[config.mk]
export PLATFORM = sky130hd
export DESIGN_NAME = sdram_port_arbiter
export DESIGN_NICKNAME = d
export VERILOG_FILES = /design/src/rtl/sdram_arb_pkg.sv /design/src/rtl/sdram_arb_rd_tracker.sv /design/src/rtl/sdram_port_arbiter.sv
export SDC_FILE = /design/constraint.sdc
export NUM_CORES = 1
export LEC_CHECK = 0
export CAP_MARGIN = 20
export CELL_PAD_IN_SITES_DETAIL_PLACEMENT = 1
export CELL_PAD_IN_SITES_GLOBAL_PLACEMENT = 2
export CORE_AREA = 2 2 476 478
export CTS_CLUSTER_DIAMETER = 120
export DETAILED_ROUTE_END_ITERATION = 16
export DIE_AREA = 0 0 478 480
export PLACE_DENSITY = 0.39
export REMOVE_ABC_BUFFERS = 1
export SETUP_SLACK_MARGIN = 0.3
export SKIP_CTS_REPAIR_TIMING = 1
export SLEW_MARGIN = 40
export SYNTH_ARGS = -nofsm -noshare
export SYNTH_HDL_FRONTEND = slang
export SYNTH_HIERARCHICAL = 1
export SYNTH_SLANG_ARGS = --single-unit
[constraint.sdc]
create_clock -name sdram_clk -period 8.4 [get_ports sdram_clk]
set_input_delay 0.84 -clock sdram_clk [delete_from_list [all_inputs] [get_ports sdram_clk]]
set_output_delay 0.84 -clock sdram_clk [all_outputs]
set_load 0.1 [all_outputs]
[src/rtl/sdram_arb_pkg.sv]
// Shared types and default widths for the SDRAM port arbiter.
// Imported by the arbiter top and its read tracker.
package sdram_arb_pkg;

    localparam int ARB_ADDR_W  = 27;
    localparam int ARB_DATA_W  = 256;
    localparam int ARB_BURST_W = 8;

    typedef enum logic {
        GNT_W,
        GNT_R
    } gnt_t;

endpackage

[src/rtl/sdram_arb_rd_tracker.sv]
// Outstanding read-beat tracker for the SDRAM port arbiter.
// Counts pending beats, flags overflow risk and orphan responses.
module sdram_arb_rd_tracker #(
    parameter int BURST_W     = 8,
    parameter int MAX_PENDING = 64,
    parameter int PEND_W      = $clog2(MAX_PENDING + 1)
) (
    input  logic               sdram_clk,
    input  logic               sdram_rst,
    input  logic               rd_acc_i,
    input  logic [BURST_W-1:0] burst_i,
    input  logic               rdv_i,
    output logic [PEND_W-1:0]  pending_o,
    output logic               blocked_o,
    output logic               err_o
);

    localparam int SUM_W = ((PEND_W > BURST_W) ? PEND_W : BURST_W) + 1;

    logic [PEND_W-1:0] pending_q, pending_d;
    logic              err_q, err_d;
    logic [SUM_W-1:0]  sum;

    assign sum       = SUM_W'(pending_q) + SUM_W'(burst_i);
    assign blocked_o = sum > SUM_W'(MAX_PENDING);
    assign pending_o = pending_q;
    assign err_o     = err_q;

    // Add an accepted burst, retire one beat per response, never underflow.
    always_comb begin
        pending_d = pending_q;
        err_d     = err_q;
        if (rd_acc_i) begin
            pending_d = PEND_W'(sum);
        end
        if (rdv_i) begin
            if (pending_q != '0) begin
                pending_d = pending_d - PEND_W'(1);
            end else begin
                err_d = 1'b1;
            end
        end
    end

    // Counter and sticky error register.
    always_ff @(posedge sdram_clk or posedge sdram_rst) begin
        if (sdram_rst) begin
            pending_q <= '0;
            err_q     <= 1'b0;
        end else begin
            pending_q <= pending_d;
            err_q     <= err_d;
        end
    end

endmodule

[src/rtl/sdram_port_arbiter.sv]
// Two-master arbiter for the shared 256-bit SDRAM Avalon port.
// Writer has priority; reader is protected by a starvation limit.
module sdram_port_arbiter
    import sdram_arb_pkg::*;
#(
    parameter int ADDR_W       = ARB_ADDR_W,
    parameter int DATA_W       = ARB_DATA_W,
    parameter int BURST_W      = ARB_BURST_W,
    parameter int STARVE_LIMIT = 16,
    parameter int MAX_PENDING  = 64,
    parameter int PEND_W       = $clog2(MAX_PENDING + 1)
) (
    input  logic                sdram_clk,
    input  logic                sdram_rst,
    input  logic [ADDR_W-1:0]   w_address,
    input  logic [BURST_W-1:0]  w_burstcount,
    input  logic                w_write,
    input  logic [DATA_W-1:0]   w_writedata,
    input  logic [DATA_W/8-1:0] w_byteenable,
    output logic                w_waitrequest,
    input  logic [ADDR_W-1:0]   r_address,
    input  logic [BURST_W-1:0]  r_burstcount,
    input  logic                r_read,
    output logic                r_waitrequest,
    output logic [DATA_W-1:0]   r_readdata,
    output logic                r_readdatavalid,
    output logic [ADDR_W-1:0]   s_address,
    output logic [BURST_W-1:0]  s_burstcount,
    output logic                s_write,
    output logic [DATA_W-1:0]   s_writedata,
    output logic [DATA_W/8-1:0] s_byteenable,
    output logic                s_read,
    input  logic                s_waitrequest,
    input  logic [DATA_W-1:0]   s_readdata,
    input  logic                s_readdatavalid,
    output logic [PEND_W-1:0]   pending_beats,
    output logic                err_rdv
);

    localparam int SC_W = $clog2(STARVE_LIMIT + 1);

    gnt_t               gnt_q, gnt_d;
    logic [BURST_W-1:0] wleft_q, wleft_d;
    logic [SC_W-1:0]    starve_q, starve_d;

    logic r_blocked, r_req, wr_acc, rd_acc;
    logic in_burst, w_last, w_done, w_idle;

    assign r_readdata      = s_readdata;
    assign r_readdatavalid = s_readdatavalid;

    assign r_req    = r_read & ~r_blocked;
    assign wr_acc   = s_write & ~s_waitrequest;
    assign rd_acc   = s_read & ~s_waitrequest;
    assign in_burst = wleft_q != '0;
    assign w_last   = in_burst ? (wleft_q == BURST_W'(1))
                               : (w_burstcount <= BURST_W'(1));
    assign w_done   = wr_acc & w_last;
    assign w_idle   = ~in_burst & ~w_write;

    sdram_arb_rd_tracker #(
        .BURST_W     (BURST_W),
        .MAX_PENDING (MAX_PENDING),
        .PEND_W      (PEND_W)
    ) u_rd_tracker (
        .sdram_clk (sdram_clk),
        .sdram_rst (sdram_rst),
        .rd_acc_i  (rd_acc),
        .burst_i   (r_burstcount),
        .rdv_i     (s_readdatavalid),
        .pending_o (pending_beats),
        .blocked_o (r_blocked),
        .err_o     (err_rdv)
    );

    // Same-cycle passthrough of the granted master's command.
    always_comb begin
        s_address     = w_address;
        s_burstcount  = w_burstcount;
        s_write       = w_write;
        s_writedata   = w_writedata;
        s_byteenable  = w_byteenable;
        s_read        = 1'b0;
        w_waitrequest = s_waitrequest;
        r_waitrequest = 1'b1;
        if (gnt_q == GNT_R) begin
            s_address     = r_address;
            s_burstcount  = r_burstcount;
            s_write       = 1'b0;
            s_byteenable  = '0;
            s_read        = r_req;
            w_waitrequest = 1'b1;
            r_waitrequest = s_waitrequest | r_blocked;
        end
    end

    // Burst tracking, starvation count and grant decision at boundaries.
    always_comb begin
        gnt_d    = gnt_q;
        wleft_d  = wleft_q;
        starve_d = starve_q;
        if (wr_acc) begin
            if (in_burst) begin
                wleft_d = wleft_q - BURST_W'(1);
            end else if (w_burstcount != '0) begin
                wleft_d = w_burstcount - BURST_W'(1);
            end
        end
        if (w_done && r_read && starve_q != SC_W'(STARVE_LIMIT)) begin
            starve_d = starve_q + SC_W'(1);
        end
        case (gnt_q)
            GNT_W: begin
                if ((w_idle || w_done) && r_req &&
                    (w_idle || starve_d == SC_W'(STARVE_LIMIT))) begin
                    gnt_d    = GNT_R;
                    starve_d = '0;
                end
            end
            GNT_R: begin
                if ((~r_req || rd_acc) && w_write) begin
                    gnt_d = GNT_W;
                end
            end
            default: gnt_d = GNT_W;
        endcase
    end

    // Arbiter state registers.
    always_ff @(posedge sdram_clk or posedge sdram_rst) begin
        if (sdram_rst) begin
            gnt_q    <= GNT_W;
            wleft_q  <= '0;
            starve_q <= '0;
        end else begin
            gnt_q    <= gnt_d;
            wleft_q  <= wleft_d;
            starve_q <= starve_d;
        end
    end

endmodule
==> Flow_metrics.wiki <==
{| class="wikitable"
! Metric !! Value
|-
| Result of the run || finished, final reports clean
|-
| DIE WIDTH || 478 um
|-
| Fraction of the cycle the final worst path needs || 61.7%
|-
| Buffer levels on the longest clock path || 2
|-
| Yosys warning total || 6
|-
| Clock period minus worst slack || 5.18 ns
|-
| Share of total power in combinational logic || 68.2%
|-
| Total Negative Setup Slacks || 0 ns
|-
| Vias in the first global route || 4324
|-
| Worst stage delay on the critical path || 0.52 ns
|-
| Largest net degree at the start of global routing || 60
|-
| Final nets || 1123
|-
| Core ar. || 224000 um2
|-
| Sequential cell fraction of total power || 18.4%
|-
| Min-Delay Path Class || register to register
|-
| Area growth from synthesis to final layout || 23.2%
|-
| Synthesized area || 6450 um2
|-
| Fill cell count || 26.7k
|-
| TritonCTS clock tree || yes
|-
| Compound-cell area share of the yosys netlist || 5.99%
|-
| Simple-gate area share of the yosys netlist || 11.8%
|-
| Setup violators final || 0
|-
| Fraction of the yosys area taken by sequential cells || 8.53%
|-
| Worst slew margin || 47.9%
|-
| Mapped Cells || 815
|-
| Most common cell after layout, fill and taps aside || clkdlybuf4s50_1
|-
| Worst hold endpoint || u_rd_tracker/err_o
|-
| Beginning of the worst register-to-register path || u_rd_tracker/pending_o[0]
|-
| Internal Dissipation || 446 uW
|-
| DIE HEIGHT || 480 um
|-
| Number of sinks on the clock net || 22
|-
| Crit Reg-Reg Endpoint || u_rd_tracker/pending_o[6]
|-
| HPWL Detailed || 165 mm
|-
| Count of endpoints failing hold in the final timing report || 0
|-
| CP Cell Sequence || clkdlybuf4s50_1, ha_1, inv_1, fa_1, nor2b_1, o31a_1, o21ai_0, a21o_1, a311o_1, nand2b_1, nor2_2, buf_2
|-
| Internal reg-to-reg setup slack || 4.17 ns
|-
| Crit-path slowest cell || buf_2
|-
| Cell types with the largest area share after synthesis || buf_4, dfrtp_1, mux2_1
|-
| Number of flops mapped to enable cells by yosys || 0
|-
| 1st-iter DRT viols || 552
|-
| Share of the synthesized area in the top cell type || 59.8%
|-
| Pre-Repair DR Iteration Count || 4
|-
| DRT antenna net count || 0
|-
| Actual transition at the worst max-transition pin || 0.779 ns
|-
| Switching part of the total power || 58.9%
|-
| Synth Area in Adders || 3.22%
|-
| Max-slew violation total from the final report || 0
|-
| Vias per std cell || 1.47
|-
| Post-synth top area cell || buf_4
|-
| Kind of critical path || input port to output pin
|-
| Part of the power in the clock network || 13.3%
|-
| Worst hold path startpoint || u_rd_tracker/err_o
|-
| Cell row count || 174
|-
| Element type at the critical path start || input port
|-
| Critical path fanouts, max || 5
|-
| RSZ-0062 raised after global routing || no
|-
| Most used DFF post-synth || dfrtp_1
|-
| Xor-xnor portion of the synthesized cell area || 2.31%
|-
| Cell Pwr Density || 137 nW/um2
|-
| Hold Path Cell Cnt || 1
|-
| Count of input and output buffers || 187
|-
| Worst hold slack after final layout || 0.512 ns
|-
| Asr flop ratio synth || 100%
|-
| Via count of the routed design || 5100
|-
| Post-Synthesis Mean Instance Area || 7.92 um2
|-
| Commonest cells after routing, fill and taps aside || clkdlybuf4s50_1, buf_2, nor2b_1, mux2_1, dfrtp_1
|-
| Endpoint kind of the worst setup timing path || output pin
|-
| Combined global-route utilization of all metal layers || 16.3%
|-
| I/O pin count || 1212
|-
| # H-tree levels || 1
|-
| Post-synthesis mux area share || 6.53%
|-
| Effective utilization at floorplan || 2.88%
|-
| Netlist cell types || 64
|-
| Detailed-route wire length || 195 mm
|-
| Max Clk Rate || 193 MHz
|-
| Fin area || 7950 um2
|-
| Number of remaining DRC errors || 0
|-
| Maximum ir drop on the vdd rail || 0.0734 mV
|-
| Static leakage || 1.89 nW
|-
| CP required || 7.56 ns
|-
| Final clock skew || 0.00691 ns
|-
| Routability cong. || 0.938
|-
| First-pass GRT wire length || 206 mm
|-
| Largest family of logic cells by synthesized area || buffers and inverters
|-
| Initial antenna violation count || 5
|-
| Total placed instance area || 7820 um2
|-
| Worst Reg2Reg Path Length in Cells || 15
|-
| Overflow after GRT || 0
|-
| Max-cap viol count || 0
|-
| Proportion of layout cells with a drive suffix above 1 || 22.6%
|-
| Number of buffers added by the clock tree synthesis step || 3
|-
| Latest clock arrival within the worst-skew pair || 0.27 ns
|-
| Clock-pin slew reported for the worst setup and hold paths after clock tree synthesis || 0.07 ns
|-
| Seq cells post-synth || 22
|-
| Library cell used as clock root buffer || clkbuf_16
|-
| Die area || 229000 um2
|-
| Crit path DAT || 4.34 ns
|-
| Wire per inst || 56.0 um
|-
| Power dissipated by switching net loads || 639 uW
|}
-- per-layer routing --
metal  share of wire [%]  GRT usage (%)
met1                  20           9.39
met2                  40           22.6
met3                  25           19.4
met4                  13           17.5
met5                 1.5           9.40
-- cell usage after synthesis, types with 3 or more instances --
library cell / number
xor2_1: 8
o31ai_1: 3
nor3_1: 5
nor4_1: 4
a31oi_1: 3
or3_1: 5
nor2_1: 15
ha_1: 15
xnor2_1: 9
nand2_1: 16
o21ai_0: 8
o22ai_1: 3
mux2i_1: 5
clkbuf_1: 10
mux2_1: 32
nand3_1: 3
buf_4: 514
o21ai_1: 3
inv_1: 19
dfrtp_1: 22
a21oi_1: 14
nor2b_1: 39
-- stage by stage --
step	power, mW	std cells	utilization [%]	setup WS (ns)
2_1_floorplan	0.713	290	-	3.47
3_3_place_gp	0.996	3474	3.66	1.99
3_5_place_dp	0.953	3474	3.49	3.03
4_1_cts	1.11	3478	3.54	3.03
5_1_grt	1.16	3478	3.55	2.95
6_report	1.09	3479	3.55	3.22
-- power by group through the flow --
stage / Clock (mW) / Sequential, mW / Combinational, mW
6_report: 0.145 / 0.200 / 0.740
5_1_grt: 0.158 / 0.210 / 0.795
4_1_cts: 0.153 / 0.203 / 0.751
3_5_place_dp: 0 / 0.206 / 0.747
2_1_floorplan: 0 / 0.324 / 0.389
3_3_place_gp: 0 / 0.207 / 0.789
-- final cells by class --
type | count | area (um2) | share of cell area (%)
multi-input cells | 248 | 1960 | 24.6
well taps | 2992 | 3740 | 47.1
repair buffers | 192 | 1510 | 19.0
clock inverters | 1 | 30.0 | 0.378
flip-flops and latches | 22 | 554 | 6.97
inverters | 20 | 75.1 | 0.945
clock buffers | 3 | 75.1 | 0.945
diodes | 1 | 2.50 | 0.0315
-- critical path, delay by kind of cell --
kind / cells / cell delay [ns]
AOI/OAI and AO/OA: 4 / 0.95
adders and majority gates: 2 / 0.62
buffers and inverters: 3 / 1.09
and+or+nand+nor: 3 / 0.83
-- registers in the layout, summed over array words and instances, names as in the netlist --
signal	cells
starve_q	5
u_rd_tracker/pending_o	7
gnt_q	1
u_rd_tracker/err_o	1
wleft_q	8
-- cells by family after synthesis --
group / after synthesis
multiplexers: 38
buffers and inverters: 545
AND/OR/NAND/NOR: 121
XOR/XNOR: 17
adder cells (fa/ha/maj): 16
AO/OA/AOI/OAI: 56
flip-flops: 22
-- how the worst max path moves through the flow --
stage          cells after the start  slack (ns)                 startpoint  endpoint
2_1_floorplan                     10        3.47  u_rd_tracker/pending_o[0]    s_read
3_3_place_gp                      13        1.99            r_burstcount[0]    s_read
3_5_place_dp                      12        3.03            r_burstcount[0]    s_read
4_1_cts                           12        3.03            r_burstcount[0]    s_read
5_1_grt                           12        2.95            r_burstcount[0]    s_read
6_report                          12        3.22            r_burstcount[0]    s_read
(Power assumes the default switching activity.)
